**config.mk**
```make
export PLATFORM = sky130hd
export DESIGN_NAME = imem_boot_ctrl
export DESIGN_NICKNAME = d
export VERILOG_FILES = /design/src/rtl/imem_boot_pkg.sv /design/src/rtl/imem_boot_ctrl.sv
export SDC_FILE = /design/constraint.sdc
export NUM_CORES = 1
export LEC_CHECK = 0
export CORE_UTILIZATION = 48
export DETAILED_ROUTE_END_ITERATION = 8
export GPL_ROUTABILITY_DRIVEN = 0
export PLACE_DENSITY = 0.75
export REMOVE_ABC_BUFFERS = 1
export SYNTH_ARGS = -nofsm -noshare
export SYNTH_HDL_FRONTEND = slang
export SYNTH_SLANG_ARGS = --single-unit
```
**constraint.sdc**
```tcl
create_clock -name clk -period 3.1 [get_ports clk]
set_clock_uncertainty 0.1 [all_clocks]
set_input_delay 0.465 -clock clk [delete_from_list [all_inputs] [get_ports clk]]
set_output_delay 0.465 -clock clk [all_outputs]
set_load 0.1 [all_outputs]
```
**src/rtl/imem_boot_pkg.sv**
```systemverilog
// imem_boot_pkg
// Shared definitions for the instruction-memory boot sequencer:
//   - state_e   : sequencer state encoding
//   - LANES     : bytes per program word
//   - CYCLE_W   : width of the run-cycle counter
//   - lane_byte : selects byte lane k (little-endian) from a 32-bit word
package imem_boot_pkg;

  localparam int LANES   = 4;
  localparam int CYCLE_W = 32;

  typedef enum logic [2:0] {
    ST_IDLE      = 3'd0,
    ST_CLEAR     = 3'd1,
    ST_LOAD_WAIT = 3'd2,
    ST_WRITE     = 3'd3,
    ST_RELEASE   = 3'd4,
    ST_RUN       = 3'd5,
    ST_DONE      = 3'd6
  } state_e;

  // Lane 0 is the least significant byte, so memory ends up little-endian.
  function automatic logic [7:0] lane_byte(input logic [31:0] word, input logic [1:0] lane);
    logic [7:0] b;
    case (lane)
      2'd0:    b = word[7:0];
      2'd1:    b = word[15:8];
      2'd2:    b = word[23:16];
      2'd3:    b = word[31:24];
      default: b = 8'h00;
    endcase
    return b;
  endfunction

endpackage

```
**src/rtl/imem_boot_ctrl.sv**
```systemverilog
// imem_boot_ctrl
// Boot and run sequencer in front of the pipelined core. Holds the core in
// reset, zero-fills instruction memory, streams 32-bit program words into it
// byte by byte (little-endian), then releases the core and stops it on a
// cycle budget or an external halt.
// Ports:
//   clk, reset (async, active-low)
//   start                        : begin clear+load (IDLE/DONE only)
//   ld_valid/ld_ready/ld_word/ld_last : program word stream
//   halt_req                     : stop request, honoured in RUN
//   imem_we/imem_addr/imem_wdata : byte write port to instruction memory
//   cpu_reset, cpu_stall         : core control
//   busy, done, err, cycle_count : status
// All outputs come straight from flops; output registers are loaded from the
// next-state values so they line up with the state register.
module imem_boot_ctrl
  import imem_boot_pkg::*;
#(
  parameter int IMEM_BYTES = 256,
  parameter int ADDR_W     = 8,
  parameter int RUN_CYCLES = 0
) (
  input  logic               clk,
  input  logic               reset,
  input  logic               start,
  input  logic               ld_valid,
  output logic               ld_ready,
  input  logic [31:0]        ld_word,
  input  logic               ld_last,
  input  logic               halt_req,
  output logic               imem_we,
  output logic [ADDR_W-1:0]  imem_addr,
  output logic [7:0]         imem_wdata,
  output logic               cpu_reset,
  output logic               cpu_stall,
  output logic               busy,
  output logic               done,
  output logic               err,
  output logic [CYCLE_W-1:0] cycle_count
);

  localparam logic [ADDR_W-1:0]  LAST_ADDR = ADDR_W'(IMEM_BYTES - 1);
  localparam logic [CYCLE_W-1:0] RUN_LIMIT = CYCLE_W'(RUN_CYCLES);

  state_e               state_r, state_nxt_s;
  logic [ADDR_W-1:0]    ptr_r, ptr_nxt_s;     // shared by CLEAR and WRITE
  logic [1:0]           lane_r, lane_nxt_s;
  logic [31:0]          word_r, word_nxt_s;
  logic                 last_r, last_nxt_s;
  logic                 err_r, err_nxt_s;
  logic [CYCLE_W-1:0]   cnt_r, cnt_nxt_s, cnt_inc_s;
  logic [ADDR_W-1:0]    ptr_step_s;

  logic                 we_r, we_nxt_s;
  logic [ADDR_W-1:0]    addr_r, addr_nxt_s;
  logic [7:0]           wdata_r, wdata_nxt_s;
  logic                 ready_r, cpu_reset_r, cpu_stall_r, busy_r, done_r;

  // Next-state, datapath and next-output decode.
  always_comb begin
    state_nxt_s = state_r;
    ptr_nxt_s   = ptr_r;
    lane_nxt_s  = lane_r;
    word_nxt_s  = word_r;
    last_nxt_s  = last_r;
    err_nxt_s   = err_r;
    cnt_nxt_s   = cnt_r;
    ptr_step_s  = ptr_r + ADDR_W'(4);
    // Counter saturates rather than wrapping.
    cnt_inc_s   = (&cnt_r) ? cnt_r : cnt_r + CYCLE_W'(1);

    case (state_r)
      ST_IDLE, ST_DONE: begin
        if (start) begin
          state_nxt_s = ST_CLEAR;
          ptr_nxt_s   = '0;
          err_nxt_s   = 1'b0;
          cnt_nxt_s   = '0;
        end else begin
          state_nxt_s = state_r;
        end
      end
      ST_CLEAR: begin
        if (ptr_r == LAST_ADDR) begin
          state_nxt_s = ST_LOAD_WAIT;
          ptr_nxt_s   = '0;
        end else begin
          ptr_nxt_s   = ptr_r + ADDR_W'(1);
        end
      end
      ST_LOAD_WAIT: begin
        if (ld_valid) begin
          state_nxt_s = ST_WRITE;
          word_nxt_s  = ld_word;
          last_nxt_s  = ld_last;
          lane_nxt_s  = 2'd0;
        end else begin
          state_nxt_s = ST_LOAD_WAIT;
        end
      end
      ST_WRITE: begin
        lane_nxt_s = lane_r + 2'd1;
        if (lane_r == 2'd3) begin
          ptr_nxt_s = ptr_step_s;
          if (last_r) begin
            state_nxt_s = ST_RELEASE;
          end else if (ptr_step_s == '0) begin
            // Memory filled without a last marker.
            err_nxt_s   = 1'b1;
            state_nxt_s = ST_RELEASE;
          end else begin
            state_nxt_s = ST_LOAD_WAIT;
          end
        end else begin
          state_nxt_s = ST_WRITE;
        end
      end
      ST_RELEASE: begin
        state_nxt_s = ST_RUN;
      end
      ST_RUN: begin
        cnt_nxt_s = cnt_inc_s;
        if (halt_req || ((RUN_LIMIT != '0) && (cnt_inc_s == RUN_LIMIT))) begin
          state_nxt_s = ST_DONE;
        end else begin
          state_nxt_s = ST_RUN;
        end
      end
      default: begin
        state_nxt_s = ST_IDLE;
      end
    endcase

    we_nxt_s = (state_nxt_s == ST_CLEAR) || (state_nxt_s == ST_WRITE);
    if (state_nxt_s == ST_CLEAR) begin
      addr_nxt_s  = ptr_nxt_s;
      wdata_nxt_s = 8'h00;
    end else if (state_nxt_s == ST_WRITE) begin
      addr_nxt_s  = ptr_nxt_s + ADDR_W'(lane_nxt_s);
      wdata_nxt_s = lane_byte(word_nxt_s, lane_nxt_s);
    end else begin
      addr_nxt_s  = '0;
      wdata_nxt_s = 8'h00;
    end
  end

  // State and datapath registers.
  always_ff @(posedge clk or negedge reset) begin
    if (!reset) begin
      state_r <= ST_IDLE;
      ptr_r   <= '0;
      lane_r  <= 2'd0;
      word_r  <= 32'h0000_0000;
      last_r  <= 1'b0;
      err_r   <= 1'b0;
      cnt_r   <= '0;
    end else begin
      state_r <= state_nxt_s;
      ptr_r   <= ptr_nxt_s;
      lane_r  <= lane_nxt_s;
      word_r  <= word_nxt_s;
      last_r  <= last_nxt_s;
      err_r   <= err_nxt_s;
      cnt_r   <= cnt_nxt_s;
    end
  end

  // Output registers, loaded from the next state so they track state_r.
  always_ff @(posedge clk or negedge reset) begin
    if (!reset) begin
      we_r        <= 1'b0;
      addr_r      <= '0;
      wdata_r     <= 8'h00;
      ready_r     <= 1'b0;
      cpu_reset_r <= 1'b1;
      cpu_stall_r <= 1'b0;
      busy_r      <= 1'b0;
      done_r      <= 1'b0;
    end else begin
      we_r        <= we_nxt_s;
      addr_r      <= addr_nxt_s;
      wdata_r     <= wdata_nxt_s;
      ready_r     <= (state_nxt_s == ST_LOAD_WAIT);
      cpu_reset_r <= (state_nxt_s != ST_RUN) && (state_nxt_s != ST_DONE);
      cpu_stall_r <= (state_nxt_s == ST_DONE);
      busy_r      <= (state_nxt_s == ST_CLEAR) || (state_nxt_s == ST_LOAD_WAIT) ||
                     (state_nxt_s == ST_WRITE) || (state_nxt_s == ST_RELEASE);
      done_r      <= (state_nxt_s == ST_DONE);
    end
  end

  assign imem_we     = we_r;
  assign imem_addr   = addr_r;
  assign imem_wdata  = wdata_r;
  assign ld_ready    = ready_r;
  assign cpu_reset   = cpu_reset_r;
  assign cpu_stall   = cpu_stall_r;
  assign busy        = busy_r;
  assign done        = done_r;
  assign err         = err_r;
  assign cycle_count = cnt_r;

endmodule

```
Word-level counts from Yosys, hierarchy flattened
Cells that the tools add are included.
{"block": "op_classes", "addsub": 5, "multipliers": 0, "div": 0, "order_cmp": 0, "n_eq_ne": 23, "shift": 0, "muxes": 29, "bitwise": 0, "n_reduce_logical": 15}
{"operator": "32-bit 2-to-1 mux", "count": 4}
{"operator": "32-bit case mux with 2 select lines", "count": 1}
{"operator": "8-bit 2-to-1 mux", "count": 7}
{"operator": "32-bit by 1-bit adder with 32-bit output, second input constant", "count": 1}
{"operator": "8-bit case mux with 4 select lines", "count": 1}
{"operator": "32-bit AND reduction", "count": 1}
{"operator": "8-bit case mux with 3 select lines", "count": 1}
{"operator": "3-bit case mux with 6 select lines", "count": 1}
{"operator": "3-bit equality test, second input constant", "count": 5}
{"operator": "3-bit 2-to-1 mux", "count": 5}
{"operator": "3-bit by 2-bit equality test with 1-bit output, second input constant", "count": 4}
{"operator": "2-bit != test, second input constant", "count": 5}
{"operator": "8-bit by 1-bit adder with 8-bit output, second input constant", "count": 1}
{"operator": "8-bit by 2-bit adder with 8-bit output", "count": 1}
{"operator": "8-bit by 3-bit adder with 8-bit output, second input constant", "count": 1}
{"operator": "8-bit equality test, second input constant", "count": 1}
{"operator": "8-bit zero test", "count": 1}
{"operator": "2-bit equality test, second input constant", "count": 3}
{"operator": "3-bit by 1-bit equality test with 1-bit output, second input constant", "count": 2}
{"operator": "3-bit != test, second input constant", "count": 2}
{"operator": "1-bit 2-to-1 mux", "count": 5}
{"operator": "5-bit AND reduction", "count": 1}
{"operator": "1-bit logical OR", "count": 4}
{"operator": "2-bit 2-to-1 mux", "count": 2}
{"operator": "other kinds (11)", "count": 12}
{"block": "word_totals", "reg_bits": 100, "latch_bits": 0, "mem_bits_rw": 0, "rom_bits": 0, "inputBits": 38, "out_inout_bits": 55, "word_cells": 86, "n_memories": 0}

Longest topological paths before layout
Gate-level depths: netlist of run 1.
{"block": "depth", "word_depth": 10, "mapped_depth": 14, "depth_no_buf": 12}

Least setup slack after synthesis of run 1
Ideal clock, no wire load.
{"block": "synth_path", "path_type": "register to register", "start": "register state_r[2]", "end": "register addr_r[4], in the netlist imem_addr[4]", "setup_time_ps": 66, "arrival_time_ps": 2870, "required_ps": 2934, "slack_ps": 64, "stages_incl_launch_ff": 13, "path_buffers": 2, "synth_period_minus_slack_ps": 3036, "path_cell_list": "dfrtp_1 buf_6 inv_1 ha_1 a31oi_1 o32ai_4 buf_6 ha_1 inv_1 fa_1 nand2b_1 or4_1 nand2_1"}
{"block": "synth_between", "elab_cells_between_ends": 18, "cone_classes": "1 x add/sub; 8 x eq/ne; 7 x mux; 2 x reduce/logical"}
{"element": "from (decl)", "line_no": "imem_boot_ctrl.sv:45", "text": "state_e state_r, state_nxt_s;"}
{"element": "from (signal assigned)", "line_no": "imem_boot_ctrl.sv:158", "text": "state_r <= state_nxt_s;"}
{"element": "3-bit by 2-bit equality test with 1-bit output", "line_no": "imem_boot_ctrl.sv:72", "text": "case (state_r)"}
{"element": "2-bit case mux with 2 select lines *", "line_no": "imem_boot_ctrl.sv:72"}
{"element": "via lane_nxt_s[0]", "line_no": "imem_boot_ctrl.sv:47", "text": "logic [1:0] lane_r, lane_nxt_s;"}
{"element": "8-bit by 2-bit adder with 8-bit output *", "line_no": "imem_boot_ctrl.sv:139", "text": "addr_nxt_s = ptr_nxt_s + ADDR_W'(lane_nxt_s);"}
{"element": "8-bit 2-to-1 mux *", "line_no": "imem_boot_ctrl.sv:138", "text": "end else if (state_nxt_s == ST_WRITE) begin"}
{"element": "8-bit 2-to-1 mux *", "line_no": "imem_boot_ctrl.sv:135", "text": "if (state_nxt_s == ST_CLEAR) begin"}
{"element": "via addr_nxt_s[4]", "line_no": "imem_boot_ctrl.sv:55", "text": "logic [ADDR_W-1:0] addr_r, addr_nxt_s;"}
{"element": "to (signal assigned)", "line_no": "imem_boot_ctrl.sv:181", "text": "addr_r <= addr_nxt_s;"}
{"element": "to (decl)", "line_no": "imem_boot_ctrl.sv:55"}
Mark *: on every way through the listed nets, which the timed path passes. The rest lies on a longest branch.
A chain may end at the register's enable or synchronous reset.

Worst setup path after layout of run 1
{"block": "layout_path", "start": "register state_r[2]", "end": "register addr_r[7], in the netlist imem_addr[7]"}
{"block": "layout_between", "elab_chain_len": 6, "elab_cells_between_ends": 18, "cone_classes": "1 x add/sub; 8 x eq/ne; 7 x mux; 2 x reduce/logical"}
{"element": "3-bit equality test / 3-bit zero test (equally long branches)", "line_no": "imem_boot_ctrl.sv:72"}
{"element": "2-bit OR reduction", "line_no": "imem_boot_ctrl.sv:72"}
{"element": "8-bit case mux with 3 select lines *", "line_no": "imem_boot_ctrl.sv:72"}
{"element": "via ptr_nxt_s[1]", "line_no": "imem_boot_ctrl.sv:46", "text": "logic [ADDR_W-1:0] ptr_r, ptr_nxt_s;"}
{"element": "8-bit by 2-bit adder with 8-bit output *", "line_no": "imem_boot_ctrl.sv:139"}
{"element": "8-bit 2-to-1 mux *", "line_no": "imem_boot_ctrl.sv:138"}
{"element": "8-bit 2-to-1 mux *", "line_no": "imem_boot_ctrl.sv:135"}
{"element": "via addr_nxt_s[7]", "line_no": "imem_boot_ctrl.sv:55"}
Marked as above.

==> out/qor.csv, run 1 <==
metric,value,unit
non-filler instance count after layout,748,
cells on worst reg2reg path,11,
Sink Count,100,
syn avg cell area,10.7,um2
WS Path Type,reg2reg,
Bufs and invs on worst path,2,
slowest cell delay on critical path,0.54,ns
CTS buffer count,9,
Worst R2R Setup Slack,0.22,ns
Pwr Density,800,nW/um2
length of the first detailed-routing pass in iterations,5,
ys flop type,dfrtp_1,
asr flop ratio synth,100,%
Post-Place Worst Slack,0.0508,ns
"CTS clk-pin slew, worst paths",0.08,ns
worst r2r src,state_r[2],
clk buf depth,2,
worst skew pair latency,0.35,ns
Die Wd,109,um
Hold Crit Class,in2async,
complex-gate fraction of the synthesized area,10.1,%
PnR worst setup slack,0.223,ns
fin util,61.5,%
Post-synth EDFFs,0,
CP arrival,3.06,ns
Synth Area in Adders,2.66,%
detailed-route via count,4353,
crit-path max FO,8,
Max Cap Violations,0,
Site Rows,38,
worst relative slew slack,60.9,%
H-tree depth,3,
area of the mapped netlist,5450,um2
Hold Slack,-0.0000869,ns
buffer count from post-CTS setup fixing,0,
initial core utilization,49.8,%
xor/xnor share of the synthesized area,5.01,%
share of layout cells above drive strength 1,26.3,%
Placed Cells,732,
TritonCTS clock tree,done,
drc violations,0,
Worst VDD drop,764,uV
Via density,5.82,
Syn. warnings,0,
share of the yosys chip area belonging to registers,46.0,%
die height,109,um
Worst-Margin Slew,0.583,ns
run status,finished with violations,
I/O pins,93,
Die Area,11800,um2
mux contribution to synthesized area,12.7,%
"Max stage delay cell, worst path",dfrtp_1,
failing checks,hold timing,
Placed Area,6410,um2
RSZ-0062 raised after global routing,false,
max-slew violations,0,
Post-DP HPWL,9.31,mm
Setup Viol. Count Final,0,
Netlist cell types,72,
initial antenna violation count,0,
Crit. End Element,register,
grt ovf,0,
Detail Route Antenna Nets,0,
Final Cell Area,6730,um2
Port Buffer Count,92,
fin nets,652,
number of global-route vias before repair,4391,
largest net degree at the start of global routing,60,
min cycle time layout,2.88,ns
overall track demand over capacity in global routing,23.1,%
Post-Synth Simple-Gate Area,19.2,%
routed wire length,12.8,mm
Pleak,2.96,nW
core area,10900,um2
Peak Freq,348,MHz
first-pass GRT wire length,21.3,mm
Tcrit/Tclk final,92.8,%
1st-iter DRT viols,214,
Cells after Synth,508,
Clock Root Buffer,clkbuf_16,
post-DR wirelength/cell,17.1,um
main combinational cell family by area after synthesis,simple AND/OR/NAND/NOR gates,
Tot Pwr,0.00538,W
cell family with most CP delay,simple AND/OR/NAND/NOR gates,
CTS resizes,0,
Syn-to-layout area delta,23.5,%
startpoint type of the worst setup path,register,
Worst Path Required,3.28,ns
"critical path, cell by cell",buf_4 -> nand3b_1 -> o21ai_0 -> a22oi_1 -> inv_1 -> ha_1 -> a21oi_1 -> nor3b_1 -> o32ai_1 -> nor4_1 -> mux2i_1,
diode count,0,
final hold violations,1,
Worst R2R End,imem_addr[7],
# hold bufs at CTS,0,
Yosys reg bits,100,
placed cells by master (no fill, tap or decap), drive strengths merged, types with 11 or more instances in the layout:
cell type	Yosys	layout
buf	20	76
mux2	34	34
mux2i	13	13
nor3	16	16
dfrtp	99	99
and3	11	11
a21oi	20	20
o21ai	14	14
inv	16	19
nor2	34	34
clkdlybuf4s50	0	36
xor2	13	13
nand2	40	40
nand2b	14	14
xnor2	16	16
nand4	14	14
nand3	19	19
flip-flops by register name, summed over array words and instances, names as in the netlist:
name,flops
ld_ready,1
imem_addr,8
cycle_count,32
word_r,32
err,1
imem_wdata,8
state_r,3
imem_we,1
cpu_reset,1
lane_r,2
ptr_r,8
busy,1
done,1
last_r,1
final cells by class:
| type | count | area, um2 |
|---|---|---|
| well taps | 140 | 175 |
| clock inverters | 7 | 96.3 |
| fillers | 910 | 4210 |
| multi-input cells | 363 | 2710 |
| inverters | 17 | 63.8 |
| repair buffers | 112 | 956 |
| clock buffers | 9 | 225 |
| flip-flops and latches | 100 | 2500 |
stage by stage:
| stage | setup TNS (ns) | hold WS (ns) |
|---|---|---|
| global placement | 0 | 0.353 |
| finish | 0 | -0.0000869 |
| global route | 0 | 0.0499 |
| CTS | 0 | 0.0154 |
| floorplan | -0.522 | 0.0694 |
| detailed placement | 0 | 0.369 |
worst max path at each step:
stage                    start      endpoint  slack [ns]  depth (start not counted)
floorplan           state_r[2]  imem_addr[4]       -0.25                         10
global placement         start  imem_addr[4]        0.09                         10
detailed placement       start  imem_addr[7]        0.05                         12
CTS                 state_r[2]  imem_addr[7]        0.23                         11
global route        state_r[2]  imem_addr[7]        0.04                         11
finish              state_r[2]  imem_addr[7]        0.22                         11
power by group:
group | internal (W) | total (W) | switching (W) | leakage (nW)
Clock | 0.000590 | 0.00117 | 0.000581 | 0.155
Sequential | 0.00164 | 0.00184 | 0.000200 | 1.32
Combinational | 0.000913 | 0.00238 | 0.00146 | 1.49
Total | 0.00314 | 0.00538 | 0.00224 | 2.96
cell families after synthesis:
family	after synthesis
DFF	100
buffers and inverters	45
AOI/OAI and AO/OA	74
muxes	55
and+or+nand+nor	194
adders and majority gates	11
xor gates and xnor gates	29
synthesized netlist by cell type (5+ instances only):
cell | number | area, um2
nand2_1 | 40 | 150
xor2_1 | 13 | 114
mux2i_1 | 13 | 130
or2_2 | 7 | 43.8
buf_6 | 5 | 56.3
nor3b_1 | 5 | 37.5
clkbuf_1 | 8 | 30.0
or3_1 | 7 | 43.8
nand4_1 | 14 | 87.6
nand2b_1 | 14 | 87.6
nor4_1 | 5 | 31.3
xnor2_1 | 15 | 131
mux2_2 | 34 | 383
buf_2 | 11 | 55.1
nor2_1 | 34 | 128
a21oi_1 | 19 | 95.1
and3_1 | 9 | 56.3
ha_1 | 10 | 125
nor3_1 | 16 | 80.1
mux4_2 | 8 | 180
inv_1 | 16 | 60.1
o21ai_0 | 13 | 65.1
dfrtp_1 | 99 | 2480
nand3_1 | 18 | 90.1
worst register-to-register path, cell delays in order (launching register included):
cell,delay [ns]
dfrtp_1,0.54
buf_4,0.22
nand3b_1,0.16
o21ai_0,0.16
a22oi_1,0.22
inv_1,0.12
ha_1,0.31
a21oi_1,0.10
nor3b_1,0.26
o32ai_1,0.14
nor4_1,0.28
mux2i_1,0.22
routing by layer:
metal / global-route usage (%) / vias to the layer above / part of all wire [%]
met2: 39.1 / 149 / 50
met3: 4.16 / 15 / 6.4
met5: 0 / - / 0
met1: 30.5 / 2173 / 42
met4: 6.37 / 0 / 1.3
li1: - / 2016 / -
Power figures use the tool's default switching activity.
==> run 2: changes to the inputs <==
Settings changed: CORE_MARGIN from default to 10.
==> out/qor.csv, run 2 (same netlist as run 1, synthesis figures left out) <==
metric,value,unit,change
Tot Pwr,0.00536,W,was 0.00538 W
Pleak,2.93,nW,was 2.96 nW
worst relative slew slack,56.6,%,was 60.9%
sequential power share,34.5,%,was 34.1%
Tcrit/Tclk final,92.2,%,was 92.8%
RSZ-0062 raised after global routing,false,,unchanged
initial antenna violation count,0,,unchanged
core area,11000,um2,"was 10,900 um2"
cell family with most CP delay,compound AO/OA/AOI/OAI gates,,was simple AND/OR/NAND/NOR gates
min cycle time layout,2.86,ns,was 2.88 ns
Port Buffer Count,92,,unchanged
Via density,5.78,,was 5.82
TritonCTS clock tree,done,,unchanged
fin util,60.9,%,was 61.5%
Crit. End Element,register,,unchanged
CP arrival,3.03,ns,was 3.06 ns
H-tree depth,3,,unchanged
post-DR wirelength/cell,18.1,um,was 17.1 um
Max Cap Violations,0,,unchanged
final hold violations,0,,was 1
cells on worst reg2reg path,12,,was 11
clock power share,21.1,%,was 21.7%
Site Rows,38,,unchanged
worst skew pair latency,0.35,ns,about the same
Bufs and invs on worst path,2,,unchanged
startpoint type of the worst setup path,input port,,was register
die height,127,um,was 109 um
Placed Area,6390,um2,was 6410 um2
Final Cell Area,6690,um2,was 6730 um2
max-slew violations,0,,unchanged
Detail Route Antenna Nets,0,,unchanged
Setup Viol. Count Final,0,,unchanged
Sw Ratio,40.7,%,was 41.7%
Worst VDD drop,752,uV,was 764 uV
Clock Root Buffer,clkbuf_16,,unchanged
worst r2r src,ptr_r[2],,was state_r[2]
grt ovf,0,,unchanged
initial core utilization,49.6,%,was 49.8%
I/O pins,93,,unchanged
share of layout cells above drive strength 1,26.1,%,was 26.3%
Worst Path Required,3.27,ns,was 3.28 ns
"critical path, cell by cell",clkdlybuf4s50_1 -> nand2b_1 -> a21oi_2 -> o21ai_0 -> a22oi_1 -> inv_1 -> ha_1 -> a21o_1 -> nand2_1 -> nor3_1 -> o32ai_1 -> nor4_1 -> mux2i_1,,was buf_4 -> nand3b_1 -> o21ai_0 -> a22oi_1 -> inv_1 -> ha_1 -> a21oi_1 -> nor3b_1 -> o32ai_1 -> nor4_1 -> mux2i_1
largest net degree at the start of global routing,55,,was 60
run status,"finished, final reports clean",,was finished with violations
Syn-to-layout area delta,22.9,%,was 23.5%
Worst R2R End,imem_addr[7],,unchanged
internal power,0.00318,W,was 0.00314 W
# hold bufs at CTS,0,,unchanged
Logic pwr share,44.5,%,was 44.2%
Psw,0.00218,W,was 0.00224 W
Worst-Margin Slew,0.645,ns,was 0.583 ns
clk buf depth,2,,unchanged
TNS Setup,0,ns,unchanged
length of the first detailed-routing pass in iterations,5,,unchanged
number of global-route vias before repair,4493,,"was 4,391"
"Max stage delay cell, worst path",clkdlybuf4s50_1,,was dfrtp_1
crit-path max FO,3,,was 8
Post-DP HPWL,9.91,mm,was 9.31 mm
Worst R2R Setup Slack,0.24,ns,was 0.22 ns
routed wire length,13.5,mm,was 12.8 mm
Die Wd,127,um,was 109 um
detailed-route via count,4315,,"was 4,353"
Pwr Density,801,nW/um2,was 800 nW/um2
slowest cell delay on critical path,0.52,ns,was 0.54 ns
diode count,0,,unchanged
overall track demand over capacity in global routing,16.8,%,was 23.1%
area of the multi-input gates,2710,um2,unchanged
most frequent cells in the layout,"dfrtp_1, buf_4, nand2_1",,unchanged
"commonest non-fill, non-tap cell in the layout",dfrtp_1,,unchanged
"CTS clk-pin slew, worst paths",0.07,ns,was 0.08 ns
WS Path Type,in2reg,,was reg2reg
CTS buffer count,9,,unchanged
drc violations,0,,unchanged
Hold Crit Class,in2async,,unchanged
Sink Count,100,,unchanged
Die Area,16000,um2,"was 11,800 um2"
FILL cells,887,,was 910
Peak Freq,350,MHz,was 348 MHz
fin nets,650,,was 652
Seq. cell area,2510,um2,was 2500 um2
1st-iter DRT viols,390,,was 214
first-pass GRT wire length,22.4,mm,was 21.3 mm
run 2: cell types whose count changed in the layout (fill, tap and decap cells not counted):
cell        change
clkinvlp_4      +1
dfrtp_2         +2
dfrtp_1         -2
inv_6           +1
clkinv_2        +1
inv_12          -1
bufinv_16       +1
buf_6           +1
clkbuf_1        +2
buf_4           -3
inv_8           -2
clkinv_8        -3
run 2: area by class of cell:
cell class | instances | area share [%]
inverters | 17 | 0.954
clock buffers | 11 | 3.48
clock inverters | 5 | 0.898
repair buffers | 110 | 14.1
well taps | 140 | 2.62
flip-flops and latches | 100 | 37.5
multi-input cells | 363 | 40.5
run 2: worst max-delay path by stage:
stage	end	slack, ns	depth (start not counted)	start
floorplan	imem_addr[4]	-0.25	10	state_r[2]
global placement	imem_addr[4]	0.06	10	start
detailed placement	imem_addr[7]	0.02	13	start
CTS	imem_addr[7]	0.27	12	state_r[1]
global route	imem_addr[7]	0.02	12	state_r[2]
finish	imem_addr[7]	0.24	13	start
run 2: stage by stage:
| stage | hold slack [ns] | instances | setup slack, ns |
|---|---|---|---|
| after floorplan | 0.0694 | 480 | -0.252 |
| after global placement | 0.368 | 730 | 0.0644 |
| after detailed placement | 0.380 | 730 | 0.0214 |
| after CTS | 0.0458 | 746 | 0.273 |
| after global routing | 0.0641 | 746 | 0.0229 |
| final | 0.0230 | 746 | 0.240 |
run 2: power groups by stage:
stage | registers (W) | clock network [W] | logic [W]
after global routing | 0.00188 | 0.00120 | 0.00257
final | 0.00185 | 0.00113 | 0.00238
after CTS | 0.00184 | 0.00115 | 0.00239
after detailed placement | 0.00186 | 0 | 0.00238
after global placement | 0.00184 | 0 | 0.00232
after floorplan | 0.00237 | 0 | 0.00119
run 2: what timing repair did:
action,in CTS,in global routing
resized for setup,0,3
endpoints found under the setup margin,0,1
hold endpoints to repair,0,0
buffers inserted,0,0
run 2: routing by layer:
metal,up-vias,global-route usage [%],wire [um]
met2,169,26.2,6350
met5,-,0,0
met1,2107,21.6,5920
met3,18,5.33,1070
li1,2021,-,-
met4,0,5.49,167
